## config.mk

```make
export PLATFORM = sky130hd
export DESIGN_NAME = sensor_input_conditioner
export DESIGN_NICKNAME = d
export VERILOG_FILES = /design/src/rtl/sensor_input_conditioner.sv
export SDC_FILE = /design/constraint.sdc
export NUM_CORES = 1
export LEC_CHECK = 0
export CAP_MARGIN = 10
export CELL_PAD_IN_SITES_DETAIL_PLACEMENT = 0
export CELL_PAD_IN_SITES_GLOBAL_PLACEMENT = 2
export CORE_UTILIZATION = 30
export DETAILED_ROUTE_END_ITERATION = 6
export PLACE_DENSITY_LB_ADDON = 0.15
export SYNTH_ARGS = -nofsm -noshare
export SYNTH_HDL_FRONTEND = slang
export SYNTH_SLANG_ARGS = --single-unit
```

## constraint.sdc

```tcl
create_clock -name clock -period 1.7 [get_ports clock]
set_clock_uncertainty 0.2 [all_clocks]
set_input_delay 0.17 -clock clock [delete_from_list [all_inputs] [get_ports clock]]
set_output_delay 0.17 -clock clock [all_outputs]
set_load 0.005 [all_outputs]
```

## src/rtl/sensor_input_conditioner.sv

```systemverilog
// Irrigation front end: synchronises and debounces sensor and selector pins, then filters water-level faults.
// Optional macro SELECTOR_REPEAT_EN makes a held selector re-fire its pulse every 4*DEBOUNCE_COUNT ticks.
module sensor_input_conditioner #(
  parameter int SAMPLE_DIV     = 50000,
  parameter int DEBOUNCE_COUNT = 4,
  parameter int FAULT_HOLD     = 8
) (
  input  logic clock,
  input  logic reset_n,
  input  logic low_water_level_raw,
  input  logic mid_water_level_raw,
  input  logic high_water_level_raw,
  input  logic earth_humidity_raw,
  input  logic air_humidity_raw,
  input  logic low_temperature_raw,
  input  logic selector_raw,
  output logic low_water_level,
  output logic mid_water_level,
  output logic high_water_level,
  output logic earth_humidity,
  output logic air_humidity,
  output logic low_temperature,
  output logic selector_pulse,
  output logic sensor_changed,
  output logic water_fault
);

  localparam int TW = $clog2(SAMPLE_DIV);
  localparam int DW = $clog2(DEBOUNCE_COUNT + 1);
  localparam int HW = $clog2(FAULT_HOLD + 1);
  localparam logic [TW-1:0] TICK_LAST = TW'(SAMPLE_DIV - 1);
  localparam logic [DW-1:0] DB_LAST   = DW'(DEBOUNCE_COUNT - 1);
  localparam logic [HW-1:0] HOLD_LAST = HW'(FAULT_HOLD - 1);

  typedef enum logic [1:0] {
    ST_OK,
    ST_SUSPECT,
    ST_FAULT,
    ST_RECOVER
  } fault_state_t;

  // Channel order: low, mid, high, earth, air, low_temp, selector.
  logic [6:0]    raw_bus;
  logic [6:0]    sync1;
  logic [6:0]    sync2;
  logic [6:0]    stable;
  logic [6:0]    upd;
  logic [DW-1:0] db_cnt [7];
  logic [TW-1:0] tick_cnt;
  logic          tick;
  logic          repeat_fire;
  logic          inconsistent;
  fault_state_t  state;
  fault_state_t  next_state;
  logic [HW-1:0] hold;
  logic [HW-1:0] next_hold;

  assign raw_bus = {selector_raw, low_temperature_raw, air_humidity_raw, earth_humidity_raw,
                    high_water_level_raw, mid_water_level_raw, low_water_level_raw};

  always_ff @(posedge clock or negedge reset_n) begin
    if (!reset_n) begin
      sync1 <= '0;
      sync2 <= '0;
    end else begin
      sync1 <= raw_bus;
      sync2 <= sync1;
    end
  end

  assign tick = (tick_cnt == TICK_LAST);

  always_ff @(posedge clock or negedge reset_n) begin
    if (!reset_n) begin
      tick_cnt <= '0;
    end else if (tick) begin
      tick_cnt <= '0;
    end else begin
      tick_cnt <= tick_cnt + 1'b1;
    end
  end

  // A channel accepts its new level on the tick that completes the run of differing samples.
  always_comb begin
    upd = '0;
    for (int i = 0; i < 7; i++) begin
      upd[i] = tick && (sync2[i] != stable[i]) && (db_cnt[i] == DB_LAST);
    end
  end

  always_ff @(posedge clock or negedge reset_n) begin
    if (!reset_n) begin
      stable <= '0;
      for (int i = 0; i < 7; i++) begin
        db_cnt[i] <= '0;
      end
    end else if (tick) begin
      for (int i = 0; i < 7; i++) begin
        if (sync2[i] == stable[i]) begin
          db_cnt[i] <= '0;
        end else if (upd[i]) begin
          stable[i] <= sync2[i];
          db_cnt[i] <= '0;
        end else begin
          db_cnt[i] <= db_cnt[i] + 1'b1;
        end
      end
    end
  end

`ifdef SELECTOR_REPEAT_EN
  localparam int RPT = 4 * DEBOUNCE_COUNT;
  localparam int RW  = $clog2(RPT + 1);
  localparam logic [RW-1:0] RPT_LAST = RW'(RPT - 1);

  logic [RW-1:0] rpt_cnt;

  assign repeat_fire = tick && stable[6] && !upd[6] && (rpt_cnt == RPT_LAST);

  always_ff @(posedge clock or negedge reset_n) begin
    if (!reset_n) begin
      rpt_cnt <= '0;
    end else if (!stable[6] || upd[6]) begin
      rpt_cnt <= '0;
    end else if (tick) begin
      rpt_cnt <= repeat_fire ? '0 : rpt_cnt + 1'b1;
    end
  end
`else
  assign repeat_fire = 1'b0;
`endif

  always_ff @(posedge clock or negedge reset_n) begin
    if (!reset_n) begin
      sensor_changed <= 1'b0;
      selector_pulse <= 1'b0;
    end else begin
      sensor_changed <= |upd[5:0];
      selector_pulse <= (upd[6] && sync2[6]) || repeat_fire;
    end
  end

  // Evaluated on the levels held before this tick's debounce updates land.
  assign inconsistent = (stable[2] & ~stable[1]) | (stable[1] & ~stable[0]);

  always_comb begin
    next_state = state;
    next_hold  = hold;
    if (tick) begin
      case (state)
        ST_OK: begin
          if (inconsistent) begin
            next_state = ST_SUSPECT;
            next_hold  = HW'(1);
          end
        end
        ST_SUSPECT: begin
          if (!inconsistent) begin
            next_state = ST_OK;
            next_hold  = '0;
          end else if (hold >= HOLD_LAST) begin
            next_state = ST_FAULT;
            next_hold  = '0;
          end else begin
            next_hold = hold + 1'b1;
          end
        end
        ST_FAULT: begin
          if (!inconsistent) begin
            next_state = ST_RECOVER;
            next_hold  = HW'(1);
          end
        end
        ST_RECOVER: begin
          if (inconsistent) begin
            next_state = ST_FAULT;
            next_hold  = '0;
          end else if (hold >= HOLD_LAST) begin
            next_state = ST_OK;
            next_hold  = '0;
          end else begin
            next_hold = hold + 1'b1;
          end
        end
        default: begin
          next_state = ST_OK;
          next_hold  = '0;
        end
      endcase
    end
  end

  always_ff @(posedge clock or negedge reset_n) begin
    if (!reset_n) begin
      state       <= ST_OK;
      hold        <= '0;
      water_fault <= 1'b0;
    end else begin
      state       <= next_state;
      hold        <= next_hold;
      water_fault <= (next_state == ST_FAULT) || (next_state == ST_RECOVER);
    end
  end

  assign low_water_level  = stable[0];
  assign mid_water_level  = stable[1];
  assign high_water_level = stable[2];
  assign earth_humidity   = stable[3];
  assign air_humidity     = stable[4];
  assign low_temperature  = stable[5];

endmodule

```

-- Yosys cells after proc, flatten, opt, wreduce, memory -nomap -nowiden
Cells that the tools add are included.
- logic and storage cells: 128
- bits in registers: 67
- reductions and logical operators: 26
- eq/ne operators: 29
- $add $sub $neg: 9
- mux-type cells: 29
- $lt $le $gt $ge: 1
- bitwise logic cells: 12
- operators by type and width (kind ; number):
    3-bit two-way mux ; 14
    3-bit AND reduction ; 8
    3-bit by 1-bit adder with 3-bit output, second input constant ; 7
    3-bit by 2-bit equality test with 1-bit output, second input constant ; 7
    4-bit two-way mux ; 5
    16-bit by 1-bit adder with 16-bit output, second input constant ; 1
    16-bit equality test, second input constant ; 1
    16-bit two-way mux ; 1
    4-bit one-hot mux with 4 select lines ; 1
    1-bit logical AND ; 15
    2-bit two-way mux ; 7
    1-bit NOT ; 9
    2-bit equality test, second input constant ; 4
    2-bit one-hot mux with 4 select lines ; 1
    1-bit equality test ; 7
    1-bit inequality test ; 7
    6-bit OR reduction ; 1
    4-bit by 1-bit adder with 4-bit output, second input constant ; 1
    4-bit by 3-bit greater-or-equal comparator with 1-bit output, second input constant ; 1
    2-bit inequality test, second input constant ; 2
    1-bit bitwise AND ; 2
    2-bit by 1-bit equality test with 1-bit output, second input constant ; 1
    2-bit zero test ; 1
    1-bit logical OR ; 1
    1-bit OR ; 1

-- Depth between registers and ports, before layout
Gate-level depths: netlist (run 1).
- depth in word-level cells: 8
- mapped depth: 7

-- Least setup slack after synthesis (run 1)
Ideal clock, no wire load.
- kind: register to register
- start point: register tick_cnt[0]
- end point: register tick_cnt[11]
- stages on the path, launching flop included: 7
- library setup time: 0.065 ns
- arrival: 1.564 ns
- path buffers: 1
- path slack: -0.130 ns
- cell sequence: dfrtp_1 -> ha_1 -> and3_1 -> and4_4 -> buf_6 -> or4_1 -> nand2_1
- cells in the longest elaborated chain, start to end: 2
- elaborated cells between the ends (all ways): 3
- RTL lines (what ; RTL line ; source):
    start: declaration ; 49 ; logic [TW-1:0] tick_cnt;
    start signal: assignment ; 79 ; tick_cnt <= tick_cnt + 1'b1;
    16-bit by 1-bit adder with 16-bit output or 16-bit equality test (tied branches) ; 79, 71 ;
    16-bit two-way mux * ; 76 ; end else if (tick) begin
Mark *: on every way between the ends. The rest lies on a longest branch, timed or not.
A chain may end at the register's enable or synchronous reset.

-- Worst setup path in the final report (run 1)
- start point: register tick_cnt[11]
- end point: register hold[2]
- cells in the longest elaborated chain, start to end: 2
- RTL lines (what ; RTL line ; source):
    16-bit equality test ; 71 ; assign tick = (tick_cnt == TICK_LAST);
    3-bit AND reduction (no line) ; -- ;
    end signal: assignment ; 200 ; hold <= next_hold;
    end: declaration ; 55 ; logic [HW-1:0] hold;
No other way between the ends.

==> metrics.csv, run 1 <==
metric,value,unit
status,finished with violations,
violations,setup timing,
yosys.area_share.simple,20.7,%
grt_pass1_vias,2043,
rows,36,
overflow,0,
synthFlopType,dfrtp_1,
grtUsageMet2,20.7,%
synthCells,249,
synth.most_common_cell,dfrtp_1,
synth_largest_area_cell,dfrtp_1,
fin_util,42.9,%
place_inst,434,
clock-sinks,67,
cp_max_fo,8,
worst_pin_slew,0.418,ns
cts_made_buffers,9,
p_total,2.93,mW
clkLatencyLatePin,0.34,ns
grt.busiest_layer,met2,
synth_nets,267,
synth-edff-count,0,
synthTopCellsByArea,"dfrtp_1 (56%), ha_1 (3.8%), xnor2_1 (3.5%)",
use_met3,3.86,%
yosys.area_share.adder,3.78,%
critical_path_arrival,1.93,ns
layout.cells.non_filler,457,
die_h,102,µm
ys_seq_elements,67,
firstDrtPassIters,4,
setup_slack,-0.174,ns
initial_core_util,30.8,%
cts_tree,yes,
antenna_cells,0,
grt_pass1_wl,10300,µm
grt_start_max_net_pins,33,
path_class,reg -> reg,
synth_top_family_by_area,simple AND/OR/NAND/NOR gates,
root_buffer,clkbuf_8,
drt_iter0_markers,41,
rsz0062_at_grt,true,
wire_per_inst,13.7,µm
synthMuxAreaShare,3.78,%
use_met1,17.3,%
leakage,1.98,nW
critPathLaunchType,register,
slew_viol_final,0,
synth_area,2980,µm²
cp.required,1.76,ns
slew-limit-headroom,72.2,%
area_growth,39.4,%
synth_compound_area_share,7.80,%
min_period,1.87,ns
drive_gt1_share,34.9,%
cts.htree.levels,3,
fin_nets,337,
io_pins,18,
vias_per_cell,4.41,
irDropWorstVdd,0.419,mV
grt_antenna_before_repair,0,
fin_tns_setup,-3.57,ns
ys_types,41,
drt_wl_total,6250,µm
cap_violations,0,
synth_xor_xnor_area_share,5.29,%
drc,0,
die_width,102,µm
core,9680,µm²
clk_pin_slew,0.08,ns
fp.dieArea,10300,µm²
cts_buffer_depth,2,
synth_common_cells,"dfrtp_1 (67), nor2_1 (27), nand2_1 (25)",
ys_warn_count,0,
hold_ws,0.0541,ns
hold_violations,0,
dpl.hpwl,4120,µm
max_freq,534,MHz
end_kind,register,
power_density,704,nW/µm²
portBuffers,17,
hold_path.class,in -> reg,
gr-usage-all-layers,13.5,%
num_vias,2017,
synthArstFlopShare,100,%
antenna_left,0,
setup_violations,38,
synth_seq_area_share,56.2,%
timing.final.crit_share,110,%
syn-mean-instance-area,12.0,µm²
gp_congestion,0.709,
synth.top_cell.area_share,56.2,%
[state kept, by name, indices dropped and copies added (netlist names)]
signal          count
db_cnt             21
hold                4
selector_pulse      1
sensor_changed      1
stable              7
state               2
sync1               7
sync2               7
tick_cnt           16
water_fault         1
[final cells by class]
cell class / count / area [µm²]
clock buffer: 11 / 141
clock inverter: 5 / 37.5
fill: 925 / 5530
inverter: 7 / 26.3
multi-input combinational: 169 / 1470
sequential: 67 / 1680
tap: 133 / 166
timing repair buffer: 65 / 633
[cells by family after synthesis]
kind of cell,after synthesis
AND/OR/NAND/NOR,99
flip-flops,67
AO/OA/AOI/OAI,33
XOR/XNOR,18
buffers and inverters,13
multiplexers,10
adder cells (fa/ha/maj),9
[stage by stage]
stage,instance area (µm²),setup WS [ns]
after floorplan,3050,-0.0802
after global placement,3670,-0.114
after detailed placement,3670,-0.164
after CTS,3930,-0.176
after global routing,4160,-0.240
final,4160,-0.174
[layout by cell type, fill, tap and decap left out, drive strengths merged, types with 8 or more instances in the layout]
cell,netlist,final
mux2,10,10
clkdlybuf4s50,0,15
o21a,8,8
nand2,25,25
ha,9,9
clkbuf,2,13
nor2,27,27
inv,7,8
xnor2,12,12
buf,4,46
dfrtp,67,67
[critical path, cell delays in order, from the launching register on]
cell     delay [ns]
dfrtp_1        0.41
nor4b_4        0.35
and4_4         0.41
buf_6          0.13
a21oi_2        0.04
o32ai_2        0.24
[what timing repair did]
action,in CTS,in global routing
setup buffers,0,4
hold buffers,1,0
endpoints found under the setup margin,38,45
pin swaps,20,23
cloned,0,3
resized for setup,21,28
endpoints found under the hold margin,67,0
[path summary, 6_finish.rpt]
| path | from | to | slack [ns] | cells past startpoint |
|---|---|---|---|---|
| max | tick_cnt[11] | hold[2] | -0.17 | 5 |
| min | low_temperature_raw | sync1[5] | 0.05 | 1 |
| max reg2reg | tick_cnt[11] | hold[2] | -0.17 | 5 |
| min reg2reg | sync1[4] | sync2[4] | 0.15 | 0 |
| max in group asynchronous | reset_n | tick_cnt[11] | 0.66 | 3 |
| min in group asynchronous | reset_n | hold[3] | 0.09 | 2 |
[routing by layer]
| layer | vias to the layer above | wire length, µm |
|---|---|---|
| li1 | 1014 | - |
| met1 | 976 | 3060 |
| met2 | 19 | 2920 |
| met3 | 8 | 167 |
| met4 | 0 | 105 |
| met5 | - | 0 |
[report_power, final]
part	internal [mW]	switching, mW	total, mW
clock	0.574	0.639	1.21
combinational	0.0438	0.0529	0.0967
sequential	1.61	0.00826	1.62
total	2.23	0.700	2.93
(Power assumes the default switching activity.)
==> run 2, diff against run 1 <==
--- a/config.mk
+++ b/config.mk
@@ -11,6 +11,7 @@
 export CORE_UTILIZATION = 30
 export DETAILED_ROUTE_END_ITERATION = 6
 export PLACE_DENSITY_LB_ADDON = 0.15
+export SLEW_MARGIN = 20
 export SYNTH_ARGS = -nofsm -noshare
 export SYNTH_HDL_FRONTEND = slang
 export SYNTH_SLANG_ARGS = --single-unit
==> results of run 2 <==
The final DEF is identical to that of run 1; final timing and power are the same.
